--- src/rtl/analog_spin_sampler.sv ---
// analog_spin_sampler: masked compute window, resync of analog spins, majority vote, valid/ready hand-off
module analog_spin_sampler #(
  parameter int NUM_SPIN = 256,
  parameter int SYNC_DEPTH_MAX = 3,
  parameter int NUM_SAMPLES_MAX = 7,
  parameter int COUNTER_BW = 16,
  localparam int SW = $clog2(SYNC_DEPTH_MAX + 1),
  localparam int NW = $clog2(NUM_SAMPLES_MAX + 1)
) (
  input  logic                  clk_i,
  input  logic                  rst_i,
  input  logic                  en_i,
  input  logic                  start_i,
  input  logic [COUNTER_BW-1:0] cycle_per_spin_compute_i,
  input  logic [SW-1:0]         sync_stages_i,
  input  logic [NW-1:0]         sample_num_i,
  input  logic [NUM_SPIN-1:0]   spin_mask_i,
  input  logic [NUM_SPIN-1:0]   analog_spin_i,
  output logic [NUM_SPIN-1:0]   spin_compute_en_o,
  output logic                  valid_o,
  input  logic                  ready_i,
  output logic [NUM_SPIN-1:0]   spin_o,
  output logic                  changed_o,
  output logic                  busy_o,
  output logic [COUNTER_BW-1:0] done_cnt_o
);
  typedef enum logic [2:0] {IDLE, COMPUTE, SETTLE, SAMPLE, HOLD} state_e;
  state_e state_q, state_d;
  logic [COUNTER_BW-1:0] cnt_q, cnt_d, c_eff, done_q;
  logic [SW-1:0] s_q, s_eff;
  logic [NW-1:0] n_q, n_lim, n_eff;
  logic [NUM_SPIN-1:0] mask_q, spin_q, spin_d, synced, vote;
  logic changed_q, changed_d;
  logic [SYNC_DEPTH_MAX-1:0][NUM_SPIN-1:0] sync_q;
  logic [NUM_SPIN-1:0][NW-1:0] ones_q, ones_d;
  logic accept, last, hs, hold_entry;

  assign c_eff = cycle_per_spin_compute_i == '0 ? COUNTER_BW'(1) : cycle_per_spin_compute_i;
  assign s_eff = sync_stages_i > SW'(SYNC_DEPTH_MAX) ? SW'(SYNC_DEPTH_MAX) : sync_stages_i;
  assign n_lim = sample_num_i > NW'(NUM_SAMPLES_MAX) ? NW'(NUM_SAMPLES_MAX) : sample_num_i;
  assign n_eff = n_lim == '0 ? NW'(1) : n_lim[0] ? n_lim : n_lim - NW'(1);
  assign accept = state_q == IDLE && start_i && en_i;
  assign last = cnt_q <= COUNTER_BW'(1);
  assign hs = state_q == HOLD && ready_i && en_i;
  assign hold_entry = state_q == SAMPLE && state_d == HOLD;

  always_ff @(posedge clk_i) begin
    if (rst_i) state_q <= IDLE;
    else state_q <= state_d;
  end

  always_comb begin
    state_d = state_q;
    case (state_q)
      IDLE:    state_d = accept ? COMPUTE : IDLE;
      COMPUTE: state_d = !last ? COMPUTE : s_q == '0 ? SAMPLE : SETTLE;
      SETTLE:  state_d = last ? SAMPLE : SETTLE;
      SAMPLE:  state_d = last ? HOLD : SAMPLE;
      HOLD:    state_d = ready_i ? IDLE : HOLD;
      default: state_d = IDLE;
    endcase
    if (!en_i && state_q != IDLE) state_d = IDLE;
  end

  always_comb begin
    spin_compute_en_o = state_q == COMPUTE ? mask_q : '0;
    valid_o = state_q == HOLD;
    busy_o = state_q != IDLE;
  end

  // Each phase reloads the shared down-counter with its own length on entry
  assign cnt_d = accept ? c_eff
               : (state_q == COMPUTE && state_d == SETTLE) ? COUNTER_BW'(s_q)
               : (state_q != SAMPLE && state_d == SAMPLE) ? COUNTER_BW'(n_q)
               : cnt_q - COUNTER_BW'(1);

  // The vote on the last sample edge includes that edge's bit, so spin_o is ready on HOLD entry
  always_comb begin
    synced = analog_spin_i;
    for (int j = 0; j < SYNC_DEPTH_MAX; j++)
      if (s_q == SW'(j + 1)) synced = sync_q[j];
    for (int i = 0; i < NUM_SPIN; i++) begin
      ones_d[i] = state_q == SAMPLE ? ones_q[i] + NW'(synced[i]) : '0;
      vote[i] = ones_d[i] > (n_q >> 1);
    end
    spin_d = hold_entry ? (vote & mask_q) | (spin_q & ~mask_q) : spin_q;
    changed_d = hold_entry ? |((vote ^ spin_q) & mask_q) : changed_q;
  end

  always_ff @(posedge clk_i) begin
    if (rst_i) begin
      cnt_q <= '0;
      s_q <= '0;
      n_q <= '0;
      mask_q <= '0;
      spin_q <= '0;
      changed_q <= 1'b0;
      done_q <= '0;
      sync_q <= '0;
      ones_q <= '0;
    end else begin
      sync_q[0] <= analog_spin_i;
      for (int j = 1; j < SYNC_DEPTH_MAX; j++) sync_q[j] <= sync_q[j-1];
      cnt_q <= cnt_d;
      ones_q <= ones_d;
      spin_q <= spin_d;
      changed_q <= changed_d;
      if (hs) done_q <= done_q + COUNTER_BW'(1);
      if (accept) begin
        s_q <= s_eff;
        n_q <= n_eff;
        mask_q <= spin_mask_i;
      end
    end
  end

  assign spin_o = spin_q;
  assign changed_o = changed_q;
  assign done_cnt_o = done_q;
endmodule

--- config.mk ---
export PLATFORM = sky130hd
export DESIGN_NAME = analog_spin_sampler
export DESIGN_NICKNAME = d
export VERILOG_FILES = /design/src/rtl/analog_spin_sampler.sv
export SDC_FILE = /design/constraint.sdc
export NUM_CORES = 2
export LEC_CHECK = 0
export ABC_AREA = 0
export ABC_CLOCK_PERIOD_IN_PS = 7890
export BUFFER_PORTS_ARGS = -buffer_cell sky130_fd_sc_hd__buf_2
export CAP_MARGIN = 40
export CORE_MARGIN = 2
export CORE_UTILIZATION = 53
export CTS_BUF_LIST = sky130_fd_sc_hd__clkbuf_16
export DETAILED_ROUTE_END_ITERATION = 8
export PLACE_DENSITY = 0.76
export SLEW_MARGIN = 5
export SYNTH_ARGS = -nofsm -noshare
export SYNTH_HDL_FRONTEND = slang
export SYNTH_SLANG_ARGS = --single-unit
--- constraint.sdc ---
create_clock -name clk_i -period 7.89 [get_ports clk_i]
set_input_delay 0.789 -clock clk_i [delete_from_list [all_inputs] [get_ports clk_i]]
set_output_delay 0.789 -clock clk_i [all_outputs]
set_load 0.02 [all_outputs]
==> impl_results.md <==
* Total gr overflow at 0
* DRT Pass-1 Iters at 6
* # clock sinks at 2,089
* Cell variety after synth at 48
* Outcome: finished, final reports clean
* Type of origin of the critical path: flop
* WHS at 0.1271 ns
* Max Fclk at 169.7 MHz
* Vias in the first global route at 71.93k
* Syn Inst Count at 9,478
* CP Class: flop to flop
* Clock root buffer: clkbuf_16
* Ys Warns at 0
* CTS HTree Levels at 4
* EDFF count, synth at 0
* First-pass GRT wire length at 501,600 µm
* RSZ-0062 raised after global routing: false
* Register-to-register setup slack at 2.00 ns
* DIE HEIGHT at 426.9 µm
* RePlAce Congestion at 0.9971
* Worst Hold Path Cells at 2
* Share of synthesized registers carrying an async set or reset at 0%
* Period utilization at 74.67%
* WHS Endpoint: sync_q[47]
* Syn_area_per_cell at 9.999 µm²
* Hold Crit Start: analog_spin_i[47]
* Total Wirelength at 359,000 µm
* Peak VDD IR at 0.0002221 V
* Routed len/inst at 27.60 µm
* Tmin final at 5.891 ns
* Clock transition at the registers of the reported paths at 0.06 ns
* Lkg Pwr at 0.04620 µW
* Vias per inst at 5.822
* I/O pin count at 1,069
* Mapped Nets at 11.05k
* Initial core utilization at 53.23%
* Initial detailed-routing violation count at 7,268
* Setup bufs post-CTS at 0
* # DRC at 0
* Crit path arrival time at 6.63 ns
* Class of the worst hold path: primary input to flop
* Final Cell Area at 109,800 µm²
* Sequential area share after synthesis at 44.13%
* Worst setup EP type: flop
* Fin. max-slew vios at 0
* Die area at 182,200 µm²
* CTS tree: yes
* Die width at 426.9 µm
* Crit-path max FO at 26
* Filler Cell Count at 14.57k
* Final setup violation count at 0
* Reg2reg path depth at 17
* Final worst-path setup slack at 1.999 ns
* # nets final at 11.96k
* Post-cts sizing count at 0
* DP HPWL at 271,000 µm
* Primary FF master, synth: dfxtp_1
* Clock Path Buffers at 3
* Final Hold Viols at 0
* TNS Setup at 0 ns
* All-Layer GR Usage at 38.07%
* Clock Skew at 0.06591 ns
* Initial antenna violation count at 129
* R2r startpoint: s_q[0]
* PortBufs at 1,068
* Place WS at 2.114 ns
* Relative slew margins at 23.29%
* Mapped Area at 94,770 µm²
* Tightest Pin Transition at 1.151 ns
* Placed cell area at 102,800 µm²
* Post-cts hold buffer count at 0
* Pin count of the biggest net entering global routing at 200
* Worst-Skew Late Latency at 0.89 ns
* Core area at 178,000 µm²
* Power Density at 221.0 nW/µm²
* Register bit total from synthesis at 2,089
* ANT nets after route at 0
* Layout cells sized above 1 at 16.77%
* Max-cap viol count at 0
* Reg-to-reg endpoint: changed_o
* Syn-to-layout area delta at 15.83%
* Rows at 155
* CTS buffer count at 213
* DR vias at 75.72k
* Worst Path Required at 8.63 ns
-- worst max-delay path: stages, from the launching register on --
cell and delay, ns:
dfxtp_4 0.69, buf_12 0.32, buf_12 0.30, buf_4 0.40, mux4_2 0.55, ha_1 0.20, ha_1 0.26, and2_1 0.15
ha_1 0.29, nor2b_1 0.13, a2bb2oi_1 0.26, o21ai_0 0.14, nand3b_1 0.33, o2111ai_1 0.30, nor4_1 0.74, nand4_1 0.18
nor4_1 0.32, a211oi_1 0.11
-- stage by stage --
step / instances / total power, µW / util [%]
2_1_floorplan: 9478 / 13190 / -
4_1_cts: 12920 / 24250 / 61.53
6_report: 13010 / 24260 / 61.66
3_3_place_gp: 12510 / 14410 / 57.55
5_1_grt: 12970 / 24970 / 61.61
3_5_place_dp: 12530 / 14530 / 57.73
-- how the worst max path moves through the flow --
stage,from,to,cells after the start
after floorplan,n_q[2],changed_o,11
after global placement,s_q[0],changed_o,15
after detailed placement,s_q[0],changed_o,17
after CTS,s_q[0],changed_o,17
after global routing,s_q[0],changed_o,17
final,s_q[0],changed_o,17
-- cell usage in the layout, fill, tap and decap left out, types with 17 or more instances in the layout --
| cell type | instances |
|---|---|
| dfxtp_1 | 2086 |
| nor2b_1 | 1281 |
| buf_2 | 1067 |
| nor2_1 | 1047 |
| ha_1 | 1029 |
| nand2_1 | 836 |
| a21oi_1 | 525 |
| and2_1 | 518 |
| xnor2_1 | 463 |
| mux4_2 | 256 |
| a311oi_1 | 252 |
| a2bb2oi_1 | 241 |
| clkbuf_16 | 213 |
| a22oi_1 | 110 |
| buf_4 | 104 |
| diode_2 | 82 |
| inv_1 | 78 |
| clkinv_1 | 53 |
| o21ai_0 | 39 |
| buf_12 | 37 |
| nand2b_1 | 32 |
| clkinv_2 | 31 |
| xor2_1 | 30 |
| mux2i_1 | 30 |
| nor3_1 | 29 |
| nand4_1 | 26 |
| nor4_1 | 17 |
-- power breakdown --
group | leakage (µW) | internal [µW] | switching [µW] | total, µW
Combinational | 0.0257 | 1230 | 1910 | 3140
Clock | 0.00350 | 5390 | 4480 | 9870
Sequential | 0.0170 | 10800 | 405 | 11200
-- Yosys cell counts, types with 68 or more instances --
library cell | count | area (µm²)
nor2b_1 | 1282 | 8020
nor2_1 | 1048 | 3934
dfxtp_1 | 2089 | 41820
a311oi_1 | 252 | 2207
a21oi_1 | 525 | 2628
xnor2_1 | 463 | 4055
and2_1 | 518 | 3241
clkbuf_1 | 402 | 1509
a2bb2oi_1 | 241 | 2111
ha_1 | 1029 | 12870
nand2_1 | 836 | 3138
buf_2 | 68 | 340.3
a22oi_1 | 110 | 825.8
mux4_2 | 256 | 5766
-- layer usage --
metal	global-route usage, %	part of all wire (%)	wire length, µm
met1	46.54	38	137400
met2	55.29	42	151300
met3	12.76	11	38120
met4	29.03	8.8	31740
met5	0	0.12	439
-- cells by family (layout without fill, tap and decap cells) --
kind of cell / after synthesis / after routing / share of synthesized area [%]
AO/OA/AOI/OAI: 1196 / 1196 / 8.680
AND/OR/NAND/NOR: 3843 / 3843 / 20.40
flip-flops: 2089 / 2089 / 44.13
XOR/XNOR: 493 / 493 / 4.556
adder cells (fa/ha/maj): 1029 / 1029 / 13.58
multiplexers: 286 / 286 / 6.400
buffers and inverters: 542 / 1633 / 2.248
other: 0 / 82 / 0
-- cell type report --
cell class | count | area, µm² | share of cell area [%]
sequential | 2089 | 41830 | 38.10
tap | 2355 | 2947 | 2.684
inverter | 21 | 86.33 | 0.07864
timing repair buffer | 1218 | 7063 | 6.434
antenna | 82 | 205.2 | 0.1869
clock inverter | 181 | 1449 | 1.320
multi-input combinational | 6847 | 50870 | 46.34
clock buffer | 213 | 5330 | 4.855
No activity file was read; power rests on OpenSTA's default activity.
